### config.mk
export PLATFORM = sky130hd
export DESIGN_NAME = uart_rx
export DESIGN_NICKNAME = d
export VERILOG_FILES = /design/src/rtl/uart_pkg.sv /design/src/rtl/uart_rx_sync.sv /design/src/rtl/uart_rx.sv
export SDC_FILE = /design/constraint.sdc
export NUM_CORES = 1
export LEC_CHECK = 0
export ABC_AREA = 1
export BUFFER_PORTS_ARGS = -buffer_cell sky130_fd_sc_hd__buf_2
export CAP_MARGIN = 20
export CORE_UTILIZATION = 54
export DETAILED_ROUTE_END_ITERATION = 7
export HOLD_SLACK_MARGIN = 0.15
export PLACE_DENSITY = 0.69
export SETUP_SLACK_MARGIN = 0.4
export SLEW_MARGIN = 5
export SYNTH_ARGS = -nofsm -noshare
export SYNTH_HDL_FRONTEND = slang
export SYNTH_SLANG_ARGS = --single-unit
### constraint.sdc
create_clock -name clk -period 4.5 [get_ports clk]
set_input_delay 0.45 -clock clk [delete_from_list [all_inputs] [get_ports clk]]
set_output_delay 0.45 -clock clk [all_outputs]
set_load 0.01 [all_outputs]
### src/rtl/uart_pkg.sv
// uart_pkg: shared UART state encoding and frame constants for uart_rx and uart_tx
package uart_pkg;
  localparam int DATA_BITS = 8;
  typedef enum logic [2:0] {
    IDLE  = 3'd0,
    START = 3'd1,
    DATA  = 3'd2,
    STOP  = 3'd3,
    BRK   = 3'd4
  } state_t;
endpackage

### src/rtl/uart_rx_sync.sv
// uart_rx_sync: 2-flop synchronizer for rxd plus falling-edge detect (ports: clk, reset, rxd -> level, fall)
module uart_rx_sync (
  input  logic clk,
  input  logic reset,
  input  logic rxd,
  output logic level,
  output logic fall
);
  logic [2:0] s_q, s_d;
  always_comb s_d = {s_q[1:0], rxd};
  always_ff @(posedge clk)
    s_q <= reset ? 3'b111 : s_d;
  assign level = s_q[1];
  assign fall  = s_q[2] & ~s_q[1];
endmodule

### src/rtl/uart_rx.sv
// uart_rx: 8N1 UART receiver, byte + valid strobe, frame error on low stop bit; UART_RX_MAJORITY_EN enables 2-of-3 bit voting
module uart_rx
  import uart_pkg::*;
#(
  parameter int clk_num  = 128000000,
  parameter int bps      = 512000,
  parameter int clk_max  = clk_num / bps - 1,
  parameter int clk_half = clk_max / 2
) (
  input  logic       clk,
  input  logic       reset,
  input  logic       uart_rxd,
  output logic [7:0] uart_data,
  output logic       data_vld,
  output logic       frame_err,
  output logic       rx_busy
);
`ifdef UART_RX_MAJORITY_EN
  localparam int DLY = 1;
`else
  localparam int DLY = 0;
`endif
  localparam logic [29:0] HALF_PT = 30'(clk_half + DLY);
  localparam logic [29:0] BIT_PT  = 30'(clk_max + DLY);
  localparam logic [29:0] RELOAD  = 30'(DLY);
  logic rx, fall, bit_v;
  state_t state_q, state_d;
  logic [29:0] clk_cnt_q, clk_cnt_d;
  logic [3:0] bit_cnt_q, bit_cnt_d;
  logic [7:0] shift_q, shift_d, uart_data_q, uart_data_d;
  logic data_vld_q, data_vld_d, frame_err_q, frame_err_d, rx_busy_q, rx_busy_d;
  uart_rx_sync u_sync (
    .clk   (clk),
    .reset (reset),
    .rxd   (uart_rxd),
    .level (rx),
    .fall  (fall)
  );
`ifdef UART_RX_MAJORITY_EN
  logic [1:0] hist_q, hist_d;
  always_comb hist_d = {hist_q[0], rx};
  always_ff @(posedge clk)
    hist_q <= reset ? 2'b11 : hist_d;
  assign bit_v = (hist_q[1] & hist_q[0]) | (hist_q[1] & rx) | (hist_q[0] & rx);
`else
  assign bit_v = rx;
`endif
  always_comb begin
    state_d     = state_q;
    clk_cnt_d   = clk_cnt_q + 30'd1;
    bit_cnt_d   = bit_cnt_q;
    shift_d     = shift_q;
    uart_data_d = uart_data_q;
    data_vld_d  = 1'b0;
    frame_err_d = 1'b0;
    unique case (state_q)
      IDLE: begin
        clk_cnt_d = '0;
        bit_cnt_d = '0;
        state_d   = fall ? START : IDLE;
      end
      START: if (clk_cnt_q == HALF_PT) begin
        state_d   = bit_v ? IDLE : DATA;
        clk_cnt_d = RELOAD;
      end
      DATA: if (clk_cnt_q == BIT_PT) begin
        shift_d   = {bit_v, shift_q[7:1]};
        clk_cnt_d = RELOAD;
        bit_cnt_d = bit_cnt_q + 4'd1;
        state_d   = (bit_cnt_q == 4'(DATA_BITS - 1)) ? STOP : DATA;
      end
      STOP: if (clk_cnt_q == BIT_PT) begin
        state_d     = bit_v ? IDLE : BRK;
        data_vld_d  = bit_v;
        frame_err_d = ~bit_v;
        uart_data_d = bit_v ? shift_q : uart_data_q;
      end
      BRK: begin
        clk_cnt_d = '0;
        state_d   = rx ? IDLE : BRK;
      end
      default: state_d = IDLE;
    endcase
    rx_busy_d = state_d != IDLE;
  end
  always_ff @(posedge clk) begin
    if (reset) begin
      state_q     <= IDLE;
      clk_cnt_q   <= '0;
      bit_cnt_q   <= '0;
      shift_q     <= '0;
      uart_data_q <= '0;
      data_vld_q  <= 1'b0;
      frame_err_q <= 1'b0;
      rx_busy_q   <= 1'b0;
    end else begin
      state_q     <= state_d;
      clk_cnt_q   <= clk_cnt_d;
      bit_cnt_q   <= bit_cnt_d;
      shift_q     <= shift_d;
      uart_data_q <= uart_data_d;
      data_vld_q  <= data_vld_d;
      frame_err_q <= frame_err_d;
      rx_busy_q   <= rx_busy_d;
    end
  end
  assign uart_data = uart_data_q;
  assign data_vld  = data_vld_q;
  assign frame_err = frame_err_q;
  assign rx_busy   = rx_busy_q;
endmodule

==> results of run 1 <==
==> path summary, 6_finish.rpt <==
path / start / slack [ns] / cells past startpoint / endpoint
max: clk_cnt_q[0] / 2.05 / 10 / clk_cnt_q[0]
min: uart_rxd / 0.29 / 2 / u_sync.s_q[0]
max reg2reg: clk_cnt_q[0] / 2.05 / 10 / clk_cnt_q[0]
min reg2reg: u_sync.s_q[0] / 0.42 / 1 / u_sync.s_q[1]
==> logic make-up after synthesis <==
| kind of cell | after synthesis | synth area share |
|---|---|---|
| and+or+nand+nor | 225 | 0.347 |
| AOI/OAI and AO/OA | 27 | 0.0509 |
| buffers and inverters | 47 | 0.0703 |
| adders and majority gates | 4 | 0.0180 |
| xor gates and xnor gates | 28 | 0.0884 |
| DFF | 59 | 0.426 |
==> critical path, stage by stage (launching register included) <==
cell	delay [ns]
dfxtp_1	0.42
ha_1	0.17
inv_1	0.04
nor2_1	0.07
nand3_1	0.08
nor2_1	0.14
nand2_1	0.09
nor2_2	0.36
o21bai_1	0.11
nand2_1	0.72
nor2_1	0.08
==> state kept, by name (all words and copies together), names as in the netlist <==
signal / count
clk_cnt_q: 30
shift_q: 8
uart_data: 8
bit_cnt_q: 4
state_q: 3
u_sync.s_q: 3
data_vld: 1
frame_err: 1
rx_busy: 1
==> routing by layer <==
layer	share of wire	wire length [um]	up-vias	track usage
li1	-	-	1264	-
met1	0.50	2870	1036	0.316
met2	0.44	2530	47	0.352
met3	0.037	208	11	0.0672
met4	0.016	89	0	0.0919
met5	0	0	-	0
==> Yosys cell counts, types with 4 or more instances <==
cell type / number / share of area
dfxtp_1: 59 / 0.43
ha_1: 4 / 0.018
o21ai_0: 10 / 0.018
nand4_1: 12 / 0.027
xor2_1: 21 / 0.066
nand2_1: 73 / 0.099
a21oi_1: 15 / 0.027
clkbuf_1: 5 / 0.0068
xnor2_1: 7 / 0.022
nor3_1: 10 / 0.018
nand3_1: 19 / 0.034
inv_1: 34 / 0.046
nor2_1: 97 / 0.13
==> power by group through the flow <==
| stage | clock network (W) | logic (W) | registers (W) |
|---|---|---|---|
| floorplan | 0 | 0.0000153 | 0.000538 |
| global placement | 0 | 0.0000174 | 0.000539 |
| detailed placement | 0 | 0.0000174 | 0.000539 |
| CTS | 0.000553 | 0.0000177 | 0.000527 |
| global route | 0.000579 | 0.0000204 | 0.000527 |
| finish | 0.000549 | 0.0000177 | 0.000527 |
==> area by class of cell <==
type	count	area (um2)
Tap cell	67	83.8
Fill cell	465	1740
Multi-Input combinational cell	284	1400
Timing Repair Buffer	15	80.1
Clock buffer	9	124
Inverter	37	139
Clock inverter	7	100
Sequential cell	59	1180
==> metrics by stage <==
stage	setup WS, ns	hold WS [ns]	instances	utilization	power [W]
5_1_grt	1.68	0.291	478	0.641	0.00113
4_1_cts	2.00	0.292	478	0.641	0.00110
2_1_floorplan	2.92	0.389	390	-	0.000553
3_3_place_gp	2.12	0.398	462	0.595	0.000556
3_5_place_dp	2.01	0.403	462	0.595	0.000556
6_report	2.05	0.293	478	0.641	0.00109
==> summary by stage, run 1 <==
Power and ir drop
Of the total power, registers draw 0.482. The net switching fraction of the power is 0.227. Internal power comes to 0.000845 W. The share of total power dissipated in the clock network is 0.502. IR analysis of the VDD net gives a maximum drop of between 200 and 250 uV.

Summed over all cells, the static leakage comes to roughly 1.2 nW. The share of total power dissipated in combinational logic is 0.016. The switching power is approximately 0.00025 W. The ratio of total power to cell area is 352 mW/mm2.

Timing
For the final database, setup skew stands at around 0.0095 ns. Setup repair after global routing left no endpoint under its margin. The final max-slew violation count is 0. Dividing the final minimum period by the clock period gives 0.545. The final hold violation count came to 0. Static timing analysis puts the maximum clock frequency at 408 MHz. The slew at the pin with the worst max-slew slack is 0.971 ns. The total negative slack for setup checks is 0 ns. Setup violations remaining at the end of the flow were counted as 0. The clock period minus final worst setup slack is between 2 and 2.5 ns. Headroom to the max-slew limit came out at 0.351.

Route
The overall via count from detail_route is 2358. For this run, design rule violations remaining after detail routing come to 0. The final wirelength is between 5000 and 6000 um. The first routing iteration left 173 violations. Once detail routing completed, the nets flagged for antenna violations numbered 0. After detailed routing, the number of vias per cell comes to approximately 4.9. Before antenna repair, the detailed router went through 5 iterations.

The routed length per placed instance is 11.9 um.

Finish
The final antenna diode count is 0. The layout net count is a little over 400. The layout cell share with drive strength beyond 1 is 0.105. Leaving out fill and tap cells, the most frequent cell in the layout is nor2_1. The total non-filler cell area in the finished layout is about 0.0031 mm2. The post-synthesis to final-layout area growth is 11.9%. In the layout the commonest cells are 97 x nor2_1, 73 x nand2_1, 59 x dfxtp_1, 34 x inv_1, 21 x xor2_1.

Yosys
Yosys printed 0 warnings. The post-synthesis sequential area ratio is 0.426. The post-synthesis net count is slightly below 400. In this run, synthesis produced a sequential element count of 59. In this run, distinct cell masters in the synthesized netlist total 28. For this run, asynchronously set or reset flops after synthesis account for 0. The cell area that synthesis handed to floorplanning was between 0.002 and 0.003 mm2. The number of standard cells after synthesis is between 300 and 400. The count of flip-flops with a built-in enable after synthesis is 0. After synthesis, the mean cell area works out to 7.12 um2.

In the synthesized netlist the dominant register cell turns out to be dfxtp_1.

Global routing
The initial antenna violation count came to 0. The final global-route overflow total is 0. Entering global routing, the biggest net connects 30 pins.

The number of global-route vias before repair is ~2.1k. The wire length of the first global-routing pass is a little under 10000 um. In the global route stage, overall resource usage came out at 0.234.

Setup path
The kind of capture point of the worst setup path is a flip-flop. The worst setup path is launched from a flip-flop. The worst endpoint data arrival time is 2.64 ns. The class of the most critical setup path is reg2reg.

The critical path data required time is approximately 4.7 ns. Along the worst path, the maximum fanout reaches 29.

Job
Max-cap violations in this run came to 0.

Floorplan
For this configuration, the core starts out at a cell density of 0.572. The I/O pin count is 14. The core region is 0.00485 mm2. The total die area is 0.00543 mm2. The die is around 74 um tall. The chip width is 73.7 um.

The number of placement rows is 25.

Clocking
The clock-pin slew of the registers on the worst-case setup and hold paths is around 0.07 ns. The count of hold buffers inserted by post-cts repair is 0. The TritonCTS clock tree is built. The number of buffers created by CTS is 9. The later-pin clock latency in the skew report is between 0.3 and 0.4 ns. The longest clock path from root to sink contains 2 buffers. After clock tree synthesis, the repair step resized 0 gates. In this run the number of H-tree levels came out at 3. The count of clock tree sinks is slightly below 60. The cell chosen for the clock root is clkbuf_8.

After clock tree synthesis, the setup repair step added 0 buffers.

Placement
The congestion estimate from routability-driven global placement came to ~0.87. Input and output buffers added on the ports amount to 13. Once placement finished, the instance area stood at between 0.002 and 0.003 mm2. Summed over all nets, the half-perimeter wirelength after detailed placement is ~3900 um.

Hold path
In this run the worst hold path is classified as in2reg.

Status
The run finished with clean final reports.
(Power assumes the default switching activity.)
==> run 2: changes to the inputs <==
--- a/config.mk
+++ b/config.mk
@@ -11,7 +11,7 @@
 export CORE_UTILIZATION = 54
 export DETAILED_ROUTE_END_ITERATION = 7
 export HOLD_SLACK_MARGIN = 0.15
-export PLACE_DENSITY = 0.69
+export PLACE_DENSITY = 0.71
 export SETUP_SLACK_MARGIN = 0.4
 export SLEW_MARGIN = 5
 export SYNTH_ARGS = -nofsm -noshare
==> constraint.sdc (replaced) <==
create_clock -name clk -period 2.2 [get_ports clk]
set_input_delay 0.22 -clock clk [delete_from_list [all_inputs] [get_ports clk]]
set_output_delay 0.22 -clock clk [all_outputs]
set_load 0.01 [all_outputs]
==> run 2 against run 1 <==
Compared with the run above:
- fmax is 38% higher
- power is 89% higher
- register-to-register slack worse by 1.6 ns
- hold slack worse by 0.042 ns
- setup slack got worse by 1.6 ns
- non-clock buffer count is 9 higher
- design area up 5.5%
- first-iteration DRC count down 8.1%
- core utilization is 3.5 points higher
- count of clock-buffer cells in the layout rose by 2
==> summary by stage, run 2 (synthesis gave the netlist of run 1 again) <==
Setup path
STA classifies the critical path endpoint as a flip-flop. The worst reg2reg path startpoint is clk_cnt_q[0]. The cell type group with the largest total delay on the critical path is simple AND/OR/NAND/NOR gates.

The worst register-to-register path has a depth of 11. The critical path data required time is between 2 and 2.5 ns. In this design, the stage delay of the slowest critical-path cell is 0.38 ns.

On the critical path, the stage with the largest delay is an instance of dfxtp_4. The most frequent cell on the critical path is nor2_2. The reg2reg setup slack is 0.42 ns. Together, buffers and inverters on the worst path number 2.

The class of the most critical setup path is reg2reg. The endpoint of the most critical register-to-register path is clk_cnt_q[8]. Of all nets on the critical path, the largest fanout is 7. The type of element launching the critical path is a flip-flop. STA puts the critical path data arrival time at approximately 2.0 ns. Traced cell by cell, the critical path runs through inv_4 > ha_1 > nand3_1 > nor2_2 > nand2_1 > nor2_2 > nor2_2 > o21bai_1 > nand2_2 > clkbuf_16 > nor2_1.

Timing
The worst pin sits at a relative slew slack of 0.671. The setup-violating endpoint count in the final report is 0. Setup repair after global routing could not meet its margin everywhere. The top achievable clock speed is about 560 MHz.

The minimum setup slack in the final design is roughly 0.42 ns. The clock period could shrink to ~1.8 ns. The slew at the pin with the worst max-slew slack is slightly below 0.5 ns.

The total negative slack for setup checks is 0 ns. The final max-slew violation count is 0. The final clock period utilization by the worst path is 0.807. The final hold violation count is 0. On the final layout, the worst clock skew is a little over 0.008 ns.

Clocking
The later-pin clock latency in the skew report is roughly 0.33 ns. TritonCTS built the clock tree. The number of buffers between clock root and the deepest sink is 2. The number of buffers created by CTS is 9.

The clock-pin slew of the registers on the worst-case setup and hold paths is 0.06 ns. The tree is rooted in a clkbuf_8. The count of clock tree sinks is 59. The H-tree depth reported by CTS is 3.

Hold path
Counting instances, the worst hold path has a depth of 2. The endpoint with the worst hold slack is clk_cnt_q[29]. The min-delay analysis places its worst path in the category in2reg. The worst hold path begins at reset.

Job
The tool flagged a number of max-cap violations equal to 0.

Route
For this block, the initial DRC count from the detailed router was around 160. The first TritonRoute pass finished after 6 iterations. After detailed routing, the number of vias per cell comes to about 5.2. After detailed routing, the average wire length per cell comes to between 10 and 15 um. The number of nets with antenna violations after routing is 0. Summed over all layers, the routed wires come to 6240 um. The post-route DRC violation count is 0. The routed layout has 2532 vias.

Global routing
Entering global routing, the biggest net connects 30 pins. Across every metal layer, demand over resource in global routing totals 0.235. For this run the aggregate overflow at the end of global routing stands at 0.

The initial antenna violation count is 0. The number of global-route vias before repair came to 2214. The wire length of the first global-routing pass is roughly 9600 um.

Floorplan
The effective utilization at floorplan is 0.572. The height of the die is about 74 um. The total die area is roughly 0.0054 mm2.

The number of placement rows is 25. For this design the top-level I/O count stands at 14. The chip width is 73.7 um. The total area inside the core boundary comes to slightly below 0.005 mm2.

Power and ir drop
For this design the static power due to leakage is roughly 1.2 nW. The ratio of total power to cell area is between 600 and 700 mW/mm2. The largest voltage drop on the vdd net is 418 uV.

Total power for the finished layout comes to roughly 0.0021 W.

Finish
The largest register by flop count is clk_cnt_q. The library cell used most frequently in the layout, excluding fill and tap cells, is nor2_1. The post-synthesis to final-layout area growth is 18.1%. The layout net count is between 400 and 500.

The final antenna diode count is 0. The layout cell share with drive strength beyond 1 is 0.170. The library cells used most frequently in the layout, excluding fill and tap cells, are 90 x nor2_1, 69 x nand2_1, 52 x dfxtp_1, 32 x inv_1, 21 x xor2_1. The register with the most flip-flops in the layout has 30 of them.

Status
The flow ran to the end, and the final reports show no timing, DRC or antenna violations.

Placement
The worst setup slack before clock tree synthesis is about 0.38 ns. The detailed placement HPWL is roughly 4000 um. At the end of routability-driven placement, the weighted congestion stood at 0.910.

The count of buffers added on input and output ports is 13.
-- run 2: cell count changes in the layout (fill, tap and decap cells not counted), sizes merged --
cell         previous run  this run
buf                    15        21
clkbuf                  9        13
inv                    39        37
bufinv                  2         1
clkinv                  3         2
dlygate4sd3             0         1
-- run 2: metrics by stage --
stage | utilization | hold slack (ns) | instances | cell area [um2]
after floorplan | - | 0.324 | 390 | 2780
after global placement | 0.600 | 0.396 | 464 | 2910
after detailed placement | 0.600 | 0.398 | 464 | 2910
after global routing | 0.676 | 0.246 | 485 | 3280
after CTS | 0.641 | 0.242 | 479 | 3110
final | 0.676 | 0.251 | 485 | 3280
-- run 2: area by class of cell --
class	instances	area (um2)
inverter	37	144
multi-input combinational	284	1470
clock inverter	3	40.0
tap	67	83.8
sequential	59	1190
fill	420	1570
timing repair buffer	24	205
clock buffer	11	141
-- run 2: metal layers --
layer	vias up	track usage	wire length (um)
met3	13	0.0672	363
li1	1282	-	-
met2	72	0.360	2880
met4	0	0.0983	116
met1	1165	0.309	2880
met5	-	0	0
-- run 2: timing repair --
action                                  CTS  global route
endpoints found under the setup margin   11            49
endpoints found under the hold margin     1             0
hold buffers                              1             0
buffers inserted                          0             3
gates cloned                              0             3
pin swaps                                 0             8
gates resized for setup                   2            31
-- run 2: worst max path at each step --
stage / start / end / slack (ns) / depth (start not counted)
final: clk_cnt_q[0] / clk_cnt_q[8] / 0.42 / 11
after floorplan: clk_cnt_q[0] / uart_data[0] / 0.62 / 9
after global routing: clk_cnt_q[0] / clk_cnt_q[8] / 0.37 / 11
after global placement: clk_cnt_q[0] / uart_data[6] / 0.44 / 9
after detailed placement: clk_cnt_q[0] / uart_data[7] / 0.38 / 9
after CTS: clk_cnt_q[0] / bit_cnt_q[2] / 0.43 / 10
-- run 2: power by group --
part	switching (W)	internal, W	total, W
Sequential	0.00000641	0.00107	0.00108
Combinational	0.0000321	0.0000203	0.0000525
Clock	0.000403	0.000537	0.000940
-- run 2: worst register-to-register path: cells and delay by family (launching register included) --
family                   cells  cell delay [ns]
AO/OA/AOI/OAI                1             0.17
AND/OR/NAND/NOR              7             0.74
flip-flops                   1             0.38
adder cells (fa/ha/maj)      1             0.14
buffers and inverters        2             0.26
